--- config.mk ---
export PLATFORM = sky130hd
export DESIGN_NAME = matmul_host_ctrl_flat
export DESIGN_NICKNAME = d
export VERILOG_FILES = /design/src/rtl/matmul_host_ctrl_if.sv /design/src/rtl/matmul_host_ctrl.sv /design/src/flat_wrapper.sv
export SDC_FILE = /design/constraint.sdc
export NUM_CORES = 2
export LEC_CHECK = 0
export ABC_AREA = 1
export BUFFER_PORTS_ARGS = -buffer_cell sky130_fd_sc_hd__buf_2
export CORE_MARGIN = 3
export CORE_UTILIZATION = 58
export DETAILED_ROUTE_END_ITERATION = 10
export GPL_ROUTABILITY_DRIVEN = 0
export PLACE_DENSITY = 0.79
export SLEW_MARGIN = 10
export SYNTH_ARGS = -nofsm -noshare
export SYNTH_HDL_FRONTEND = slang
export SYNTH_SLANG_ARGS = --single-unit
--- constraint.sdc ---
create_clock -name clk -period 6.95 [get_ports clk]
set_input_delay 1.0425 -clock clk [delete_from_list [all_inputs] [get_ports clk]]
set_output_delay 1.0425 -clock clk [all_outputs]
set_load 0.01 [all_outputs]
--- src/rtl/matmul_host_ctrl_if.sv ---
// Host-side bundle between the job source/sink, the accelerator SRAMs and the start handshake.
// master = controller side, slave = environment side.
interface matmul_host_ctrl_if #(
  parameter int ADDR_W = 16,
  parameter int DATA_W = 32
);
  logic              cfg_valid;
  logic              cfg_ready;
  logic [15:0]       cfg_a_rows;
  logic [15:0]       cfg_a_cols;
  logic [15:0]       cfg_b_cols;
  logic              ld_valid;
  logic              ld_ready;
  logic [DATA_W-1:0] ld_data;
  logic              dut_valid;
  logic              dut_ready;
  logic              sram_input_we;
  logic [ADDR_W-1:0] sram_input_waddr;
  logic [DATA_W-1:0] sram_input_wdata;
  logic              sram_weight_we;
  logic [ADDR_W-1:0] sram_weight_waddr;
  logic [DATA_W-1:0] sram_weight_wdata;
  logic [ADDR_W-1:0] sram_result_raddr;
  logic [DATA_W-1:0] sram_result_rdata;
  logic              res_valid;
  logic              res_ready;
  logic [DATA_W-1:0] res_data;
  logic              res_last;
  logic              job_done;
  logic              job_err;

  modport master (
    input  cfg_valid, cfg_a_rows, cfg_a_cols, cfg_b_cols,
    input  ld_valid, ld_data, dut_ready, sram_result_rdata, res_ready,
    output cfg_ready, ld_ready, dut_valid,
    output sram_input_we, sram_input_waddr, sram_input_wdata,
    output sram_weight_we, sram_weight_waddr, sram_weight_wdata,
    output sram_result_raddr, res_valid, res_data, res_last, job_done, job_err
  );

  modport slave (
    output cfg_valid, cfg_a_rows, cfg_a_cols, cfg_b_cols,
    output ld_valid, ld_data, dut_ready, sram_result_rdata, res_ready,
    input  cfg_ready, ld_ready, dut_valid,
    input  sram_input_we, sram_input_waddr, sram_input_wdata,
    input  sram_weight_we, sram_weight_waddr, sram_weight_wdata,
    input  sram_result_raddr, res_valid, res_data, res_last, job_done, job_err
  );
endinterface

--- src/rtl/matmul_host_ctrl.sv ---
// Host controller: config -> header/operand SRAM writes -> accelerator start/wait -> result stream.
// Operand writes happen in the accepting cycle; results stream at 1 word/cycle through a 2-entry buffer, stalled by res_ready.
module matmul_host_ctrl #(
  parameter int ADDR_W         = 16,
  parameter int DATA_W         = 32,
  parameter int TIMEOUT_CYCLES = 65535
) (
  input  logic              clk,
  input  logic              reset_n,
  matmul_host_ctrl_if.master bus
);

  typedef enum logic [2:0] {IDLE, HDR, LOAD_A, LOAD_B, START, WAIT_DONE, READ, DONE} state_t;

  localparam logic [32:0] ADDR_SPAN = 33'd1 << ADDR_W;
  localparam logic [31:0] TMO_LAST  = 32'(TIMEOUT_CYCLES - 1);

  state_t            state;
  logic [15:0]       m_q, k_q, n_q;
  logic [31:0]       mk_q, kn_q, mn_q;
  logic [31:0]       beat_cnt, tmo_cnt, rd_cnt;
  logic              cfg_ready_q, ld_ready_q, dut_valid_q, job_done_q, job_err_q;
  logic              rd_inflight, rd_inflight_last;
  logic [DATA_W-1:0] buf_dat [2];
  logic              buf_lst [2];
  logic              wr_ptr, rd_ptr;
  logic [1:0]        buf_cnt;

  logic [31:0] cfg_mk, cfg_kn, cfg_mn;
  logic        cfg_bad;
  logic        ld_fire, pop, rd_issue;
  logic [1:0]  occ;

  assign cfg_mk = 32'(bus.cfg_a_rows) * 32'(bus.cfg_a_cols);
  assign cfg_kn = 32'(bus.cfg_a_cols) * 32'(bus.cfg_b_cols);
  assign cfg_mn = 32'(bus.cfg_a_rows) * 32'(bus.cfg_b_cols);

  // Zero dimensions or any region that would not fit the SRAM address space (header takes addr 0).
  assign cfg_bad = (bus.cfg_a_rows == 16'd0) || (bus.cfg_a_cols == 16'd0) || (bus.cfg_b_cols == 16'd0) ||
                   (({1'b0, cfg_mk} + 33'd1) > ADDR_SPAN) ||
                   (({1'b0, cfg_kn} + 33'd1) > ADDR_SPAN) ||
                   ({1'b0, cfg_mn} > ADDR_SPAN);

  assign ld_fire = bus.ld_valid & ld_ready_q;
  assign pop     = bus.res_valid & bus.res_ready;
  assign occ     = buf_cnt + {1'b0, rd_inflight};
  // A pop in the same cycle frees a slot, which is what sustains one word per cycle.
  assign rd_issue = (state == READ) && (rd_cnt < mn_q) && ((occ < 2'd2) || pop);

  assign bus.cfg_ready         = cfg_ready_q;
  assign bus.ld_ready          = ld_ready_q;
  assign bus.dut_valid         = dut_valid_q;
  assign bus.job_done          = job_done_q;
  assign bus.job_err           = job_err_q;
  assign bus.sram_result_raddr = rd_cnt[ADDR_W-1:0];
  assign bus.res_valid         = (buf_cnt != 2'd0);
  assign bus.res_data          = buf_dat[rd_ptr];
  assign bus.res_last          = bus.res_valid & buf_lst[rd_ptr];

  always_comb begin
    bus.sram_input_we     = 1'b0;
    bus.sram_input_waddr  = '0;
    bus.sram_input_wdata  = '0;
    bus.sram_weight_we    = 1'b0;
    bus.sram_weight_waddr = '0;
    bus.sram_weight_wdata = '0;
    case (state)
      HDR: begin
        bus.sram_input_we     = 1'b1;
        bus.sram_input_wdata  = DATA_W'({m_q, k_q});
        bus.sram_weight_we    = 1'b1;
        bus.sram_weight_wdata = DATA_W'({k_q, n_q});
      end
      LOAD_A: begin
        bus.sram_input_we    = ld_fire;
        bus.sram_input_waddr = ADDR_W'(beat_cnt + 32'd1);
        bus.sram_input_wdata = bus.ld_data;
      end
      LOAD_B: begin
        bus.sram_weight_we    = ld_fire;
        bus.sram_weight_waddr = ADDR_W'(beat_cnt + 32'd1);
        bus.sram_weight_wdata = bus.ld_data;
      end
      default: ;
    endcase
  end

  always_ff @(posedge clk) begin
    if (!reset_n) begin
      state            <= IDLE;
      cfg_ready_q      <= 1'b1;
      ld_ready_q       <= 1'b0;
      dut_valid_q      <= 1'b0;
      job_done_q       <= 1'b0;
      job_err_q        <= 1'b0;
      m_q              <= '0;
      k_q              <= '0;
      n_q              <= '0;
      mk_q             <= '0;
      kn_q             <= '0;
      mn_q             <= '0;
      beat_cnt         <= '0;
      tmo_cnt          <= '0;
      rd_cnt           <= '0;
      rd_inflight      <= 1'b0;
      rd_inflight_last <= 1'b0;
      wr_ptr           <= 1'b0;
      rd_ptr           <= 1'b0;
      buf_cnt          <= '0;
    end else begin
      job_done_q       <= 1'b0;
      rd_inflight      <= rd_issue;
      rd_inflight_last <= rd_issue && (rd_cnt == mn_q - 32'd1);
      if (rd_issue) rd_cnt <= rd_cnt + 32'd1;
      if (rd_inflight) begin
        buf_dat[wr_ptr] <= bus.sram_result_rdata;
        buf_lst[wr_ptr] <= rd_inflight_last;
        wr_ptr          <= ~wr_ptr;
      end
      if (pop) rd_ptr <= ~rd_ptr;
      buf_cnt <= buf_cnt + {1'b0, rd_inflight} - {1'b0, pop};

      case (state)
        IDLE: if (bus.cfg_valid) begin
          m_q         <= bus.cfg_a_rows;
          k_q         <= bus.cfg_a_cols;
          n_q         <= bus.cfg_b_cols;
          mk_q        <= cfg_mk;
          kn_q        <= cfg_kn;
          mn_q        <= cfg_mn;
          beat_cnt    <= '0;
          rd_cnt      <= '0;
          cfg_ready_q <= 1'b0;
          if (cfg_bad) begin
            job_err_q  <= 1'b1;
            job_done_q <= 1'b1;
            state      <= DONE;
          end else begin
            job_err_q <= 1'b0;
            state     <= HDR;
          end
        end
        HDR: begin
          ld_ready_q <= 1'b1;
          state      <= LOAD_A;
        end
        LOAD_A: if (ld_fire) begin
          if (beat_cnt == mk_q - 32'd1) begin
            beat_cnt <= '0;
            state    <= LOAD_B;
          end else begin
            beat_cnt <= beat_cnt + 32'd1;
          end
        end
        LOAD_B: if (ld_fire) begin
          if (beat_cnt == kn_q - 32'd1) begin
            beat_cnt    <= '0;
            ld_ready_q  <= 1'b0;
            dut_valid_q <= 1'b1;
            tmo_cnt     <= '0;
            state       <= START;
          end else begin
            beat_cnt <= beat_cnt + 32'd1;
          end
        end
        START, WAIT_DONE: begin
          if (tmo_cnt == TMO_LAST) begin
            dut_valid_q <= 1'b0;
            job_err_q   <= 1'b1;
            job_done_q  <= 1'b1;
            state       <= DONE;
          end else begin
            tmo_cnt <= tmo_cnt + 32'd1;
            if (state == START && !bus.dut_ready) begin
              dut_valid_q <= 1'b0;
              state       <= WAIT_DONE;
            end else if (state == WAIT_DONE && bus.dut_ready) begin
              state <= READ;
            end
          end
        end
        READ: if (pop && bus.res_last) begin
          job_done_q <= 1'b1;
          state      <= DONE;
        end
        DONE: begin
          cfg_ready_q <= 1'b1;
          state       <= IDLE;
        end
        default: state <= IDLE;
      endcase
    end
  end

endmodule
--- src/flat_wrapper.sv ---
// flat-port wrapper written by rule: the top's interface ports become plain ports
module matmul_host_ctrl_flat 
#(
  parameter int ADDR_W         = 16,
  parameter int DATA_W         = 32,
  parameter int TIMEOUT_CYCLES = 65535
)
  (clk, reset_n, bus_cfg_valid, bus_cfg_a_rows, bus_cfg_a_cols, bus_cfg_b_cols, bus_ld_valid, bus_ld_data, bus_dut_ready, bus_sram_result_rdata, bus_res_ready, bus_cfg_ready, bus_ld_ready, bus_dut_valid, bus_sram_input_we, bus_sram_input_waddr, bus_sram_input_wdata, bus_sram_weight_we, bus_sram_weight_waddr, bus_sram_weight_wdata, bus_sram_result_raddr, bus_res_valid, bus_res_data, bus_res_last, bus_job_done, bus_job_err);
  matmul_host_ctrl_if #(.ADDR_W(ADDR_W), .DATA_W(DATA_W)) bus_i ();
  input  logic clk;
  input  logic reset_n;
  input wire logic [$bits(bus_i.cfg_valid)-1:0] bus_cfg_valid;
  input wire logic [$bits(bus_i.cfg_a_rows)-1:0] bus_cfg_a_rows;
  input wire logic [$bits(bus_i.cfg_a_cols)-1:0] bus_cfg_a_cols;
  input wire logic [$bits(bus_i.cfg_b_cols)-1:0] bus_cfg_b_cols;
  input wire logic [$bits(bus_i.ld_valid)-1:0] bus_ld_valid;
  input wire logic [$bits(bus_i.ld_data)-1:0] bus_ld_data;
  input wire logic [$bits(bus_i.dut_ready)-1:0] bus_dut_ready;
  input wire logic [$bits(bus_i.sram_result_rdata)-1:0] bus_sram_result_rdata;
  input wire logic [$bits(bus_i.res_ready)-1:0] bus_res_ready;
  output wire logic [$bits(bus_i.cfg_ready)-1:0] bus_cfg_ready;
  output wire logic [$bits(bus_i.ld_ready)-1:0] bus_ld_ready;
  output wire logic [$bits(bus_i.dut_valid)-1:0] bus_dut_valid;
  output wire logic [$bits(bus_i.sram_input_we)-1:0] bus_sram_input_we;
  output wire logic [$bits(bus_i.sram_input_waddr)-1:0] bus_sram_input_waddr;
  output wire logic [$bits(bus_i.sram_input_wdata)-1:0] bus_sram_input_wdata;
  output wire logic [$bits(bus_i.sram_weight_we)-1:0] bus_sram_weight_we;
  output wire logic [$bits(bus_i.sram_weight_waddr)-1:0] bus_sram_weight_waddr;
  output wire logic [$bits(bus_i.sram_weight_wdata)-1:0] bus_sram_weight_wdata;
  output wire logic [$bits(bus_i.sram_result_raddr)-1:0] bus_sram_result_raddr;
  output wire logic [$bits(bus_i.res_valid)-1:0] bus_res_valid;
  output wire logic [$bits(bus_i.res_data)-1:0] bus_res_data;
  output wire logic [$bits(bus_i.res_last)-1:0] bus_res_last;
  output wire logic [$bits(bus_i.job_done)-1:0] bus_job_done;
  output wire logic [$bits(bus_i.job_err)-1:0] bus_job_err;
  assign bus_i.cfg_valid = bus_cfg_valid;
  assign bus_i.cfg_a_rows = bus_cfg_a_rows;
  assign bus_i.cfg_a_cols = bus_cfg_a_cols;
  assign bus_i.cfg_b_cols = bus_cfg_b_cols;
  assign bus_i.ld_valid = bus_ld_valid;
  assign bus_i.ld_data = bus_ld_data;
  assign bus_i.dut_ready = bus_dut_ready;
  assign bus_i.sram_result_rdata = bus_sram_result_rdata;
  assign bus_i.res_ready = bus_res_ready;
  assign bus_cfg_ready = bus_i.cfg_ready;
  assign bus_ld_ready = bus_i.ld_ready;
  assign bus_dut_valid = bus_i.dut_valid;
  assign bus_sram_input_we = bus_i.sram_input_we;
  assign bus_sram_input_waddr = bus_i.sram_input_waddr;
  assign bus_sram_input_wdata = bus_i.sram_input_wdata;
  assign bus_sram_weight_we = bus_i.sram_weight_we;
  assign bus_sram_weight_waddr = bus_i.sram_weight_waddr;
  assign bus_sram_weight_wdata = bus_i.sram_weight_wdata;
  assign bus_sram_result_raddr = bus_i.sram_result_raddr;
  assign bus_res_valid = bus_i.res_valid;
  assign bus_res_data = bus_i.res_data;
  assign bus_res_last = bus_i.res_last;
  assign bus_job_done = bus_i.job_done;
  assign bus_job_err = bus_i.job_err;
  matmul_host_ctrl #(.ADDR_W(ADDR_W), .DATA_W(DATA_W), .TIMEOUT_CYCLES(TIMEOUT_CYCLES)) u_core (.clk(clk), .reset_n(reset_n), .bus(bus_i));
endmodule
[Word level (Yosys, flattened, before mapping)]
Memories as Yosys holds them, arrays and structs flattened. A register that Yosys moved wholly into a read port is not among the register bits.
Cells that the tools add are included.
Cells by class
  add/subtract/negate cells: 10
  $mul: 3
  $lt $le $gt $ge: 5
  eq/ne operators: 21
  mux-type cells: 55
  bitwise gates (word level): 5
  reduce and logical (&&, ||, !) cells: 32
Operators with widths (number)
  $mux 32: 11
  $pmux 32 s2: 3
  $add 32x1->32 const B: 3
  $eq 32x32->1: 3
  $mul 16x16->32: 3
  $pmux 32 s3: 1
  $sub 32x1->32 const B: 3
  $add 32x1->33 const B: 2
  $gt 33x17->1 const B: 2
  $logic_not 16->1: 3
  $eq 32x16->1 const B: 1
  $gt 32x17->1 const B: 1
  $lt 32x32->1: 1
  $mux 16: 2
  $mux 3: 10
  $pmux 3 s7: 1
  $mux 1: 20
  $eq 3x3->1 const B: 4
  $pmux 1 s2: 6
  $reduce_and 4->1: 3
  $ne 2x1->1 const B: 5
  $reduce_bool 2->1: 5
  $reduce_and 7->1: 1
  $eq 3x2->1 const B: 2
  other kinds (18): 35
Word-level totals
  bits in registers: 254
  memory bits (writable): 66
  input bits: 118
  output and inout bits: 153
  logic and storage cells: 153
  memories kept: 2
Memories
  u_core.buf_dat: words 2, bits a word 32, rd ports 1, clocked after Yosys merged registers in 1, write ports 1, RTL line matmul_host_ctrl.sv:24  | logic [DATA_W-1:0] buf_dat [2];
  u_core.buf_lst: words 2, bits a word 1, rd ports 1, clocked after Yosys merged registers in 1, write ports 1, RTL line matmul_host_ctrl.sv:25  | logic buf_lst [2];

[Longest topological paths before layout]
  depth after elaboration: 9
  gate-level depth with buffers: 43
  mapped depth without buffers: 41

[Least setup slack after synthesis]
OpenSTA, ideal clock, no wires.
  path kind: input -> register
  from: in bus_cfg_b_cols[7]
  to: reg u_core.job_err_q (netlist: u_core.bus.job_err)
  library setup time: 0.114 ns
  arrival time: 7.017 ns
  required time: 6.836 ns
  path slack: -0.180 ns
  stages: 38
  buffers on the path: 2
  path through: clkbuf_1 > clkbuf_1 > nand2_1 > fa_1 > inv_1 > fa_1 > inv_1 > fa_1 > inv_1 > fa_1 > fa_1 > inv_1 > fa_1 > inv_1 > ha_1 > nand2_1 > nor2_1 > nand2_1 > [... 2 more ...] > nand2_1 > nand2_1 > nand2_1 > nand2_1 > nor2_1 > nand2_2 > nor2_4 > nand2_1 > nand2_1 > nand2_1 > nor2_1 > nand2_1 > nor2_1 > nand2_1 > nor2_1 > nand3_1 > o21bai_1 > inv_1
Between the ends
  longest elaborated chain between the ends: 8
  elaborated cells between the ends (all ways): 13
  those cells by class: add/sub (1); mul (2); order compare (2); mux (3); reduce/logical (5)
RTL lines
  from (decl): RTL line flat_wrapper.sv:15  | input wire logic [$bits(bus_i.cfg_b_cols)-1:0] bus_cfg_b_cols;
  $mul 16x16->32 or $logic_not 16->1 (tied branches): RTL line matmul_host_ctrl.sv:35, matmul_host_ctrl.sv:39
  $add 32x1->33 or $logic_or 1x1->1 (tied branches): RTL line matmul_host_ctrl.sv:41, matmul_host_ctrl.sv:39
  $gt 33x17->1 or $logic_or 1x1->1 (tied branches): RTL line matmul_host_ctrl.sv:41, matmul_host_ctrl.sv:39
  $logic_or 1x1->1: RTL line matmul_host_ctrl.sv:40  | (({1'b0, cfg_mk} + 33'd1) > ADDR_SPAN) ||
  $logic_or 1x1->1 *: RTL line matmul_host_ctrl.sv:41  | (({1'b0, cfg_kn} + 33'd1) > ADDR_SPAN) ||
  $mux 1 *: RTL line matmul_host_ctrl.sv:134  | if (cfg_bad) begin
  $mux 1 *: RTL line matmul_host_ctrl.sv:124  | IDLE: if (bus.cfg_valid) begin
  $pmux 1 s2 *: RTL line matmul_host_ctrl.sv:123  | case (state)
  to (signal assigned): RTL line matmul_host_ctrl.sv:135  | job_err_q <= 1'b1;
  to (signal assigned): RTL line matmul_host_ctrl.sv:139  | job_err_q <= 1'b0;
  to (signal assigned): RTL line matmul_host_ctrl.sv:169  | job_err_q <= 1'b1;
  to (decl): RTL line matmul_host_ctrl.sv:22  | logic cfg_ready_q, ld_ready_q, dut_valid_q, job_done_q, job_err_q;
Mark *: on every way between the ends. The rest lies on a longest branch, timed or not. The select of a mux whose other input is x is not followed.
A chain may end at the register's enable or synchronous reset.

[Worst setup path after layout]
  from: in bus_cfg_a_cols[7]
  to: reg u_core.job_done_q (netlist: u_core.bus.job_done)
Between the ends
  longest elaborated chain between the ends: 9
  elaborated cells between the ends (all ways): 15
  those cells by class: add/sub (2); mul (2); order compare (2); mux (3); reduce/logical (6)
RTL lines
  from (decl): RTL line flat_wrapper.sv:14  | input wire logic [$bits(bus_i.cfg_a_cols)-1:0] bus_cfg_a_cols;
  $mul 16x16->32 or $logic_not 16->1 (tied branches): RTL line matmul_host_ctrl.sv:34, matmul_host_ctrl.sv:39
  $add 32x1->33 or $logic_or 1x1->1 (tied branches): RTL line matmul_host_ctrl.sv:40, matmul_host_ctrl.sv:39
  $gt 33x17->1 or $logic_or 1x1->1 (tied branches): RTL line matmul_host_ctrl.sv:40, matmul_host_ctrl.sv:39
  $logic_or 1x1->1: RTL line matmul_host_ctrl.sv:39  | assign cfg_bad = (bus.cfg_a_rows == 16'd0) || (bus.cfg_a_cols == 16'd0) || (bus.cfg_b_cols == 16'd0) ||
  $logic_or 1x1->1 *: RTL line matmul_host_ctrl.sv:40
  $logic_or 1x1->1 *: RTL line matmul_host_ctrl.sv:41
  $mux 1 *: RTL line matmul_host_ctrl.sv:134
  $mux 1 *: RTL line matmul_host_ctrl.sv:124
  $pmux 1 s3 *: RTL line matmul_host_ctrl.sv:123
  to (signal assigned): RTL line matmul_host_ctrl.sv:111  | job_done_q <= 1'b0;
  to (signal assigned): RTL line matmul_host_ctrl.sv:136  | job_done_q <= 1'b1;
  to (signal assigned): RTL line matmul_host_ctrl.sv:170  | job_done_q <= 1'b1;
  to (decl): RTL line matmul_host_ctrl.sv:22
Mark *: on every way between the ends. The rest lies on a longest branch, timed or not.

==> impl_metrics.tcl <==
set metrics [dict create \
    ys.flop_type "dfxtp_1" \
    clk_pin_slew_ns 0.07 \
    min_period_ns 7.20 \
    row_count 104 \
    critical_path_arrival_ns 7.61 \
    grt_pass1_vias 48800 \
    clock_latency_ns 0.57 \
    cts.sinks 321 \
    grt_overflow 0 \
    rsz0062_at_grt "yes" \
    cts_root_buffer "clkbuf_16" \
    drtIter0Drc 5492 \
    cts_tree "done" \
    ys_types 53 \
    worst_pin_slew_ns 1.20 \
    yosysMostFrequentCell "nand2_1" \
    synth_top_family_by_area "adder cells" \
    ant_nets 0 \
    synth-seq-cells 321 \
    initial_core_util_pct 59.1 \
    synth.largest_area_cell "fa_1" \
    finalCritPeriodShare_pct 104 \
    hold_path_class "flip-flop to flip-flop" \
    cp-end-kind "flip-flop" \
    grt_pass1_wl_um 256000 \
    drc_errors 0 \
    syn_nets 8009 \
    worst-path-buf-inv 13 \
    synthTopCellsByCount "nand2_1 (1,985), inv_1 (1,597), fa_1 (582)" \
    routed_wl_um 169000 \
    synthCells 6956 \
    slew_headroom_pct 19.4 \
    cts_made_buffers 36 \
    die-width_um 294 \
    first_pass_iters 7 \
    async_reset_ff_share_pct 0 \
    synthXorXnorAreaFrac_pct 4.52 \
    antenna_found_initial 17 \
    die_h_um 294 \
    holdWs_ns 0.443 \
    wl_per_cell_um 19.5 \
    synth_edf_count 66 \
    synth_area_mm2 0.0480 \
    skew_ns 0.0358 \
    io_buffer_count 270 \
    synth_top_area_share_pct 24.3 \
    drive_gt1_share_pct 18.3 \
    routed_via_density 5.69 \
    synthAdderAreaFrac_pct 33.5 \
    setup_ws_ns -0.249 \
    slew_violations 0 \
    synth_compound_area_share_pct 5.82 \
    setup_violations 4 \
    avgSynthCellArea_um2 6.90 \
    dpl.hpwl_um 127000 \
    track_usage_pct 37.4 \
    synth.top_cells.by_area "fa_1 (24%), nand2_1 (16%), inv_1 (12%), dfxtp_1 (11%), ha_1 (9.2%)" \
    cap_violations 0 \
    hold_viol 0 \
    clock_path_buffers 3 \
    outcome "finished with violations" \
    cp_max_fo 6 \
    area_growth_pct 20.9 \
    criticalPathCategory "input pin to flip-flop" \
    fin_nets 8659 \
    yosys.area_share.simple_pct 26.1 \
    io_pins 271 \
    worstSetupStartpointType "input pin" \
    slowest_delay_ns 0.58 \
    synthMuxAreaShare_pct 0 \
    worst_ep_required_time_ns 7.36 \
    seq_area_frac_synth_pct 14.8 \
    cts_max_level 2 \
    utilization_pct 71.5 \
    grt_max_degree 88 \
    ys_warn_count 0 \
    core_mm2 0.0812 \
    die_area_mm2 0.0863 \
    crit_path_top_delay_cell "fa_1" \
    setup_tns_ns -0.861 \
    fmax_mhz 139 \
    crit_family "adder cells" \
    via_count 49500 \
    violations "negative setup slack" \
]
==> layout make-up <==
type	instances	area (um2)
inverter	1605	6030
clock inverter	21	201
timing repair buffer	936	7380
multi-input combinational	4706	35100
fill	5809	23200
antenna	10	25.0
sequential	321	7090
tap	1060	1330
clock buffer	44	941
==> registers in the layout (all words and copies together) (netlist names), 32 cells and up, named ones only <==
name	cells
u_core.rd_cnt	32
u_core.mn_q	32
u_core.mk_q	32
u_core.kn_q	32
u_core.buf_dat	64
u_core.tmo_cnt	32
u_core.beat_cnt	32
==> cell families after synthesis <==
logic type / after synthesis
AND/OR/NAND/NOR: 3014
adder cells (fa/ha/maj): 935
buffers and inverters: 1929
AO/OA/AOI/OAI: 509
XOR/XNOR: 248
flip-flops: 321
==> repair_timing <==
action                                  in CTS  in global routing
endpoints found under the setup margin       5                  5
endpoints found under the hold margin        0                  0
cloned                                       0                  2
pin swaps                                  105                119
resized for setup                          363                242
buffers inserted                            41                 43
hold buffers                                 0                  0
==> worst paths after layout <==
kind / cells past startpoint / startpoint / end / slack [ns]
setup / recovery: 42 / bus_cfg_a_cols[7] / u_core.bus.job_done / -0.25
hold / removal: 0 / u_core.rd_inflight_last / u_core.buf_lst[1] / 0.44
setup reg to reg: 18 / u_core.kn_q[0] / u_core.tmo_cnt[3] / 2.02
hold reg to reg: 0 / u_core.rd_inflight_last / u_core.buf_lst[1] / 0.44
==> metrics by stage <==
stage | cell area (um2) | worst slack (ns) | instances
after global placement | 54000 | -1.32 | 8545
final | 58000 | -0.249 | 8703
after detailed placement | 54000 | -1.52 | 8545
after global routing | 58000 | -0.495 | 8698
after floorplan | 48200 | 0.00104 | 6956
after CTS | 56900 | -0.00615 | 8649
==> layout by cell type, fill, tap and decap left out, types with 42 or more instances in the layout <==
| cell | count |
|---|---|
| nor2_2 | 47 |
| buf_4 | 589 |
| xor2_1 | 185 |
| nor2_1 | 370 |
| dfxtp_1 | 255 |
| buf_6 | 46 |
| nand2_1 | 1867 |
| nand4_1 | 97 |
| ha_1 | 320 |
| xnor2_1 | 58 |
| inv_1 | 1544 |
| buf_2 | 228 |
| nor3_1 | 69 |
| fa_1 | 575 |
| inv_2 | 55 |
| edfxtp_1 | 66 |
| o22ai_1 | 100 |
| a21oi_1 | 162 |
| nor4_1 | 42 |
| nand3_1 | 250 |
| nand2_2 | 109 |
| o21ai_0 | 176 |
==> layer usage <==
| layer | global-route usage, % | routed length [um] | vias up |
|---|---|---|---|
| met5 | 0 | 87 | - |
| met4 | 24.7 | 14600 | 12 |
| met3 | 11.0 | 22600 | 959 |
| met2 | 58.5 | 73200 | 3336 |
| met1 | 45.1 | 58900 | 23100 |
| li1 | - | - | 22100 |
Power is left out: the tool's default activity adds up to more than one toggle a clock period on the data nets, which glitch-free logic cannot reach.
